--- config.mk ---
export PLATFORM = sky130hd
export DESIGN_NAME = mc_riscv_controller
export DESIGN_NICKNAME = d
export VERILOG_FILES = /design/src/rtl/mc_riscv_controller.sv
export SDC_FILE = /design/constraint.sdc
export NUM_CORES = 1
export LEC_CHECK = 0
export CORE_MARGIN = 10
export CORE_UTILIZATION = 45
export DETAILED_ROUTE_END_ITERATION = 10
export PLACE_DENSITY_LB_ADDON = 0.3
export SLEW_MARGIN = 25
export SYNTH_ARGS = -nofsm -noshare
export SYNTH_HDL_FRONTEND = slang
export SYNTH_SLANG_ARGS = --single-unit
--- constraint.sdc ---
create_clock -name clk -period 4.7 [get_ports clk]
set_input_delay 1.41 -clock clk [delete_from_list [all_inputs] [get_ports clk]]
set_output_delay 1.41 -clock clk [all_outputs]
set_load 0.02 [all_outputs]
--- src/rtl/mc_riscv_controller.sv ---
// Multi-cycle RISC-V main control FSM driving ALU op and datapath mux selects.
// Optional MC_ILLEGAL_TRAP_EN: unknown opcodes park in HALT and raise Illegal.
module mc_riscv_controller #(
  parameter logic [3:0] RESET_STATE = 4'd0
) (
  input  logic       clk,
  input  logic       rst,
  input  logic [6:0] op,
  input  logic [2:0] funct3,
  input  logic       funct7b5,
  input  logic       Zero,
  input  logic       Neg,
  output logic       PCWrite,
  output logic       AdrSrc,
  output logic       MemWrite,
  output logic       IRWrite,
  output logic       RegWrite,
  output logic [1:0] ResultSrc,
  output logic [1:0] ALUSrcA,
  output logic [1:0] ALUSrcB,
  output logic [2:0] ImmSrc,
  output logic [2:0] ALUOp
`ifdef MC_ILLEGAL_TRAP_EN
  ,
  output logic       Illegal
`endif
);

  typedef enum logic [3:0] {
    FETCH, DECODE, MEMADR, MEMREAD, MEMWB, MEMWRITE, EXECR, EXECI,
    ALUWB, BRANCH, JAL, JALR, JALR2, LUI, HALT
  } state_t;

  localparam logic [6:0] OP_LW = 7'b0000011, OP_SW = 7'b0100011, OP_R = 7'b0110011,
                         OP_I = 7'b0010011, OP_B = 7'b1100011, OP_JAL = 7'b1101111,
                         OP_JALR = 7'b1100111, OP_LUI = 7'b0110111;
  localparam logic [2:0] ALU_ADD = 3'd0, ALU_SUB = 3'd1, ALU_AND = 3'd2, ALU_OR = 3'd3,
                         ALU_SLT = 3'd4, ALU_SLTU = 3'd5, ALU_XOR = 3'd6;
  localparam logic [2:0] IMM_I = 3'd0, IMM_S = 3'd1, IMM_B = 3'd2, IMM_J = 3'd3, IMM_U = 3'd4;

  state_t state, cur;
  logic [2:0] alu_fn;
  logic       br_take;

  always_ff @(posedge clk) begin
    if (rst) state <= state_t'(RESET_STATE);
    else begin
      case (state)
        FETCH:  state <= DECODE;
        DECODE: begin
          case (op)
            OP_LW, OP_SW: state <= MEMADR;
            OP_R:         state <= EXECR;
            OP_I:         state <= EXECI;
            OP_B:         state <= BRANCH;
            OP_JAL:       state <= JAL;
            OP_JALR:      state <= JALR;
            OP_LUI:       state <= LUI;
`ifdef MC_ILLEGAL_TRAP_EN
            default:      state <= HALT;
`else
            default:      state <= FETCH;
`endif
          endcase
        end
        MEMADR:  state <= (op == OP_LW) ? MEMREAD : MEMWRITE;
        MEMREAD: state <= MEMWB;
        EXECR, EXECI, JAL, JALR2: state <= ALUWB;
        JALR:    state <= JALR2;
        HALT:    state <= HALT;
        default: state <= FETCH;
      endcase
    end
  end

  // funct3 decode; only register-register ops honour funct7b5 for sub
  always_comb begin
    alu_fn = ALU_ADD;
    case (funct3)
      3'b000:  alu_fn = (state == EXECR && funct7b5) ? ALU_SUB : ALU_ADD;
      3'b010:  alu_fn = ALU_SLT;
      3'b011:  alu_fn = ALU_SLTU;
      3'b100:  alu_fn = ALU_XOR;
      3'b110:  alu_fn = ALU_OR;
      3'b111:  alu_fn = ALU_AND;
      default: alu_fn = ALU_ADD;
    endcase
  end

  always_comb begin
    br_take = 1'b0;
    case (funct3)
      3'b000:  br_take = Zero;
      3'b001:  br_take = ~Zero;
      3'b100:  br_take = Neg;
      3'b101:  br_take = ~Neg;
      default: br_take = 1'b0;
    endcase
  end

  // During reset the outputs show FETCH with all write enables suppressed
  assign cur = rst ? FETCH : state;

  always_comb begin
    PCWrite = 1'b0; AdrSrc = 1'b0; MemWrite = 1'b0; IRWrite = 1'b0; RegWrite = 1'b0;
    ResultSrc = 2'b00; ALUSrcA = 2'b00; ALUSrcB = 2'b00; ImmSrc = IMM_I; ALUOp = ALU_ADD;
    case (cur)
      FETCH:    begin IRWrite = 1'b1; ALUSrcB = 2'b10; ResultSrc = 2'b10; PCWrite = 1'b1; end
      DECODE:   begin ALUSrcA = 2'b01; ALUSrcB = 2'b01; ImmSrc = (op == OP_JAL) ? IMM_J : IMM_B; end
      MEMADR:   begin ALUSrcA = 2'b10; ALUSrcB = 2'b01; ImmSrc = (op == OP_LW) ? IMM_I : IMM_S; end
      MEMREAD:  AdrSrc = 1'b1;
      MEMWB:    begin ResultSrc = 2'b01; RegWrite = 1'b1; end
      MEMWRITE: begin AdrSrc = 1'b1; MemWrite = 1'b1; end
      EXECR:    begin ALUSrcA = 2'b10; ALUOp = alu_fn; end
      EXECI:    begin ALUSrcA = 2'b10; ALUSrcB = 2'b01; ImmSrc = IMM_I; ALUOp = alu_fn; end
      ALUWB:    RegWrite = 1'b1;
      BRANCH:   begin ALUSrcA = 2'b10; ALUOp = ALU_SUB; PCWrite = br_take; end
      JAL, JALR2: begin PCWrite = 1'b1; ALUSrcA = 2'b01; ALUSrcB = 2'b10; end
      JALR:     begin ALUSrcA = 2'b10; ALUSrcB = 2'b01; ImmSrc = IMM_I; end
      LUI:      begin ImmSrc = IMM_U; ResultSrc = 2'b11; RegWrite = 1'b1; end
      default:  ;
    endcase
    if (rst) begin
      PCWrite = 1'b0; IRWrite = 1'b0; MemWrite = 1'b0; RegWrite = 1'b0;
    end
  end

`ifdef MC_ILLEGAL_TRAP_EN
  assign Illegal = (cur == HALT);
`endif

endmodule

==> run summary, run 1 <==
Outcome -> completed
Largest Register -> state
Worst-Margin Slew -> 0.786 ns
Crit path DAT -> 3.17 ns
1st-iter DRT viols -> 31
Final antenna-violating net count -> 0
I/O Pins -> 32
Mapped Area -> 741 um^2
Hold Vio Cnt, Final -> 0
CP bufs+invs -> 3
Layout cell share with drive strength beyond 1 -> 0.134
Reg2reg path depth -> 4
Clk Latency, worst-skew pair -> 0.23 ns
GR Layer Usage met1 -> 0.138
R2r setup slk -> 2.94 ns
Synth top area share -> 0.108
Max incr delay on CP -> 0.64 ns
Most frequent cells in the layout -> clkdlybuf4s50_1 (29), nor2_1 (12), buf_4 (9), nor3_1 (8), a21oi_1 (8)
Starting Density -> 0.486
Ys async rst share -> 0
GR Overflow Total -> 0
Fin area -> 1120 um^2
Top Registers -> state (4)
Sink Count -> 4
DRC Markers -> 0
Crit. End Element -> output port
Slowest-stage cell, CP -> clkdlybuf4s50_1
Final Cycle Share -> 0.974
Crit-path cells -> clkdlybuf4s50_1 -> or3b_4 -> buf_4 -> o22ai_1 -> clkdlybuf4s50_1
Max FFs per register -> 4
Placed Instance Area -> 1100 um^2
Crit path max fanout -> 4
First-pass GRT wire length -> 4.12 mm
Die width -> 60.6 um
Ant. Diodes -> 0
Total GRT Usage -> 0.139
Fin. max-slew vios -> 0
Wirelength, routed -> 2.45 mm
GR peak layer -> met2
Setup TNS -> 0 ns
Min Tclk post-route -> 4.58 ns
CORE AREA -> 1520 um^2
Worst relative slew slack -> 0.475
Fill cells -> 139
Gp weighted congestion -> 0.835
Layout Nets -> 159
Tightest Hold Check Type -> flip-flop to flip-flop
Number of flops mapped to enable cells by yosys -> 0
Final setup margin -> 0.123 ns
Hold Path Depth -> 2
Antenna violations before repair -> 0
Synth warnings -> 0
FP Rows -> 14
Delay-heaviest family, CP -> buffers and inverters
H-tree levels -> 1
Worst reg2reg endpoint -> state[2]
Max clock buf depth -> 2
CP Launch Type -> input port
Sequential cell area -> 80.1 um^2
Cell leakage power -> 0.414 nW
Number of buffers created by CTS -> 3
Die Area -> 3670 um^2
Worst endpoint required time -> 3.29 ns
Pwr/cell area -> 130 nW/um^2
Die height -> 60.6 um
Post-Synthesis Cells -> 107
Clock root buffer -> clkbuf_4
Setup repair bufs after CTS -> 0
Max-Cap Viols -> 0
Hold endpoint -> state[2]
FF+latch count, synth -> 4
Drt first pass iters -> 4
Setup violations, final -> 0
Most common cell after layout, fill and taps aside -> clkdlybuf4s50_1
Synth Flop Type -> dfxtp_1
P&R area growth vs syn -> 51.7%
GR Layer Usage met2 -> 0.252
Cell taking the most area after synthesis -> dfxtp_1
Max Fclk -> 0.218 GHz
Hold path start -> state[2]
Design Power -> 0.146 mW
Hpwl dp -> 1.97 mm
RSZ-0062 raised after global routing -> no
Maximum number of pins on one net before global-route repair -> 25
M3 GR Usage -> 0.0564
Number of I/O port buffers -> 31
Clk slew on worst S/H paths -> 0.04 ns
Max IR drop VDD -> 0.0585 mV
Number of global-route vias before repair -> 963
Vias/cell -> 5.89
Ranking of synthesized cells by area -> dfxtp_1 (11%), nor2_1 (6.1%), xnor2_1 (5.9%)
Syn_nets -> 122
Worst Path Class, Setup -> input port to output port
Syn Area/Cell -> 6.92 um^2
Vias -> 931
Avg WL per Cell -> 15.5 um
CTS tree -> done
Part of the Yosys area used for sequential elements -> 0.108
Cell mode on critical path -> clkdlybuf4s50_1
Footprint of the multi-input gates -> 603 um^2
RR Startpoint -> state[3]
Pre-CTS setup slack -> -0.0957 ns
Worst Skew -> 0.000467 ns
Distinct cell type count after synthesis -> 44
[through the flow]
step                hold slack, ns  utilization  std cells
global route                 0.890        0.737        158
floorplan                    0.652            -        107
detailed placement           0.811        0.722        155
finish                       0.825        0.737        158
CTS                          0.816        0.736        158
global placement             0.789        0.722        155
[worst max path at each step]
stage,from,end,cells past startpoint
6_report,rst,ALUOp[0],5
5_1_grt,funct3[2],ALUOp[0],5
4_1_cts,rst,PCWrite,5
3_5_place_dp,op[4],ImmSrc[0],5
3_3_place_gp,op[2],ImmSrc[0],5
2_1_floorplan,rst,AdrSrc,2
[worst reg2reg max path, cell delays in order, from the launching register on]
cell and delay (ns):
dfxtp_1 0.82, and2_1 0.26, o21bai_1 0.18, a211oi_2 0.15
a32o_1 0.24
[synthesized netlist by cell type (3+ instances only)]
| master | instances |
|---|---|
| a21oi_1 | 8 |
| a31oi_1 | 3 |
| buf_2 | 7 |
| dfxtp_1 | 4 |
| inv_1 | 5 |
| nand2_1 | 6 |
| nand2b_1 | 5 |
| nor2_1 | 12 |
| nor3_1 | 8 |
| nor4b_1 | 3 |
| o21ai_1 | 3 |
| xnor2_1 | 5 |
[where the power goes]
group	internal, mW	switching, mW	total [mW]
sequential	0.0351	0.00446	0.0396
clock	0.0285	0.0133	0.0418
combinational	0.0355	0.0291	0.0646
[layout make-up]
class                      count  area share
multi-input combinational     90       0.537
timing repair buffer          40       0.337
sequential                     4      0.0713
clock buffer                   3      0.0200
tap                           16      0.0178
inverter                       5      0.0167
[repair_timing]
action | in CTS | in global routing
endpoints found under the setup margin | 1 | 1
pin swaps | 0 | 0
hold buffers | 0 | 0
gates resized for setup | 1 | 1
[per-layer routing]
layer	share of wire	routed length (um)
met1	0.38	941
met2	0.51	1250
met3	0.094	230
met4	0.015	37
met5	0	0
[cells by family after synthesis]
group                     Yosys count  share of synthesized area
DFF                                 4                      0.108
AOI/OAI and AO/OA                  30                      0.291
muxes                               1                     0.0135
xor gates and xnor gates            6                     0.0709
buffers and inverters              13                     0.0777
and+or+nand+nor                    53                      0.439
Power figures use the tool's default switching activity.
==> run 2, diff against run 1 <==
CORE_ASPECT_RATIO = 0.6   (was unset)
CORE_UTILIZATION = 33   (was 45)
GPL_ROUTABILITY_DRIVEN = 1   (was unset)
==> run summary, run 2 (same netlist as run 1, synthesis figures left out) <==
Outcome -> completed
H-tree levels -> 1
Sink Count -> 4
Fin area -> 1160 um^2
Footprint of the multi-input gates -> 603 um^2
Ant. Diodes -> 0
Starting Density -> 0.345
RR Startpoint -> state[3]
Wirelength, routed -> 2.58 mm
Sequential cell area -> 80.1 um^2
Setup violations, final -> 0
Number of I/O port buffers -> 31
Fill cells -> 223
Most frequent cells in the layout -> clkdlybuf4s50_1 (30), nor2_1 (12), buf_4 (10), nor3_1 (8), a21oi_1 (8)
Max-Cap Viols -> 0
Die Area -> 4600 um^2
Max IR drop VDD -> 0.121 mV
Tightest Hold Check Type -> flip-flop to flip-flop
Clock root buffer -> clkbuf_8
1st-iter DRT viols -> 114
Hold path start -> state[2]
FP Rows -> 13
Worst endpoint required time -> 3.29 ns
P&R area growth vs syn -> 57.3%
Gp weighted congestion -> 0.865
First-pass GRT wire length -> 4.19 mm
CP Launch Type -> input port
DRC Markers -> 0
Number of global-route vias before repair -> 852
Die height -> 56.7 um
I/O Pins -> 32
Worst Skew -> 0.00221 ns
R2r setup slk -> 2.98 ns
Total GRT Usage -> 0.112
Final antenna-violating net count -> 0
RSZ-0062 raised after global routing -> no
Max Fclk -> 0.216 GHz
Crit. End Element -> output port
Hold Vio Cnt, Final -> 0
Fin. max-slew vios -> 0
Crit path max fanout -> 2
GR Overflow Total -> 0
Maximum number of pins on one net before global-route repair -> 25
CP startpoint -> rst
Setup TNS -> 0 ns
Crit path DAT -> 3.21 ns
Top Registers -> state (4)
Avg WL per Cell -> 14.9 um
Hpwl dp -> 2.05 mm
Placed Instance Area -> 1120 um^2
Drt first pass iters -> 4
Largest Register -> state
Crit-path cells -> clkdlybuf4s50_1 -> or3b_4 -> nor4_2 -> o21ba_1 -> clkdlybuf4s50_1
Reg2reg path depth -> 4
Slowest-stage cell, CP -> clkdlybuf4s50_1
Max incr delay on CP -> 0.60 ns
Cell leakage power -> 0.416 nW
Number of buffers created by CTS -> 3
Cell mode on critical path -> clkdlybuf4s50_1
Antenna violations before repair -> 0
Vias/cell -> 5.34
Final Cycle Share -> 0.984
Worst reg2reg endpoint -> state[2]
Most common cell after layout, fill and taps aside -> clkdlybuf4s50_1
Worst relative slew slack -> 0.485
Clk slew on worst S/H paths -> 0.03 ns
Fin cells -> 173
Worst-Margin Slew -> 0.772 ns
Setup repair bufs after CTS -> 0
CTS tree -> done
Pwr/cell area -> 153 nW/um^2
Worst Path Class, Setup -> input port to output port
CORE AREA -> 2150 um^2
Clk Latency, worst-skew pair -> 0.22 ns
Layout cell share with drive strength beyond 1 -> 0.140
Layout Nets -> 160
Max clock buf depth -> 2
Max FFs per register -> 4
Crit path to -> PCWrite
Placed Cells -> 170
Hold buffers post-CTS -> 0
Min Tclk post-route -> 4.62 ns
Vias -> 923
Die width -> 81.2 um
==> run 2: through the flow <==
stage	worst slack, ns	power (mW)	hold WS [ns]	utilization
floorplan	0.903	0.0700	0.652	-
global route	0.00411	0.189	0.898	0.543
global placement	0.0309	0.105	0.803	0.524
CTS	0.0377	0.180	0.824	0.543
finish	0.0754	0.178	0.837	0.543
detailed placement	-0.0197	0.106	0.815	0.524
==> run 2: where the power goes <==
group          total (mW)  switching, mW  leakage [nW]  internal [mW]
sequential         0.0399        0.00468        0.0326         0.0352
combinational      0.0662         0.0300         0.362         0.0363
clock              0.0721         0.0175        0.0216         0.0546
total               0.178         0.0521         0.416          0.126
==> run 2: repair_timing <==
action | in CTS | in global routing
gates resized for setup | 1 | 0
endpoints found under the setup margin | 1 | 0
endpoints found under the hold margin | 0 | 0
==> run 2: how the worst min path moves through the flow <==
stage | end | slack [ns] | cells past startpoint
6_report | state[2] | 0.84 | 2
5_1_grt | state[2] | 0.90 | 2
4_1_cts | state[2] | 0.82 | 2
3_5_place_dp | state[2] | 0.81 | 2
3_3_place_gp | state[2] | 0.80 | 2
2_1_floorplan | state[0] | 0.65 | 3
==> run 2: layer usage <==
| metal | wire length [um] | track usage | share of wire |
|---|---|---|---|
| met1 | 1140 | 0.145 | 0.44 |
| met2 | 1170 | 0.169 | 0.46 |
| met3 | 253 | 0.0460 | 0.098 |
| met4 | 10 | 0.0221 | 0.0039 |
| met5 | 0 | 0 | 0 |
==> run 2: final cells by class <==
| class | count | share of cell area |
|---|---|---|
| Multi-Input combinational cell | 90 | 0.518 |
| Timing Repair Buffer | 41 | 0.330 |
| Sequential cell | 4 | 0.0687 |
| Clock buffer | 3 | 0.0354 |
| Tap cell | 30 | 0.0322 |
| Inverter | 5 | 0.0161 |
==> run 2: worst max-delay path, delay by kind of cell <==
kind	cells	cell delay, ns
buffers and inverters	2	1.02
and+or+nand+nor	2	0.63
AOI/OAI and AO/OA	1	0.14
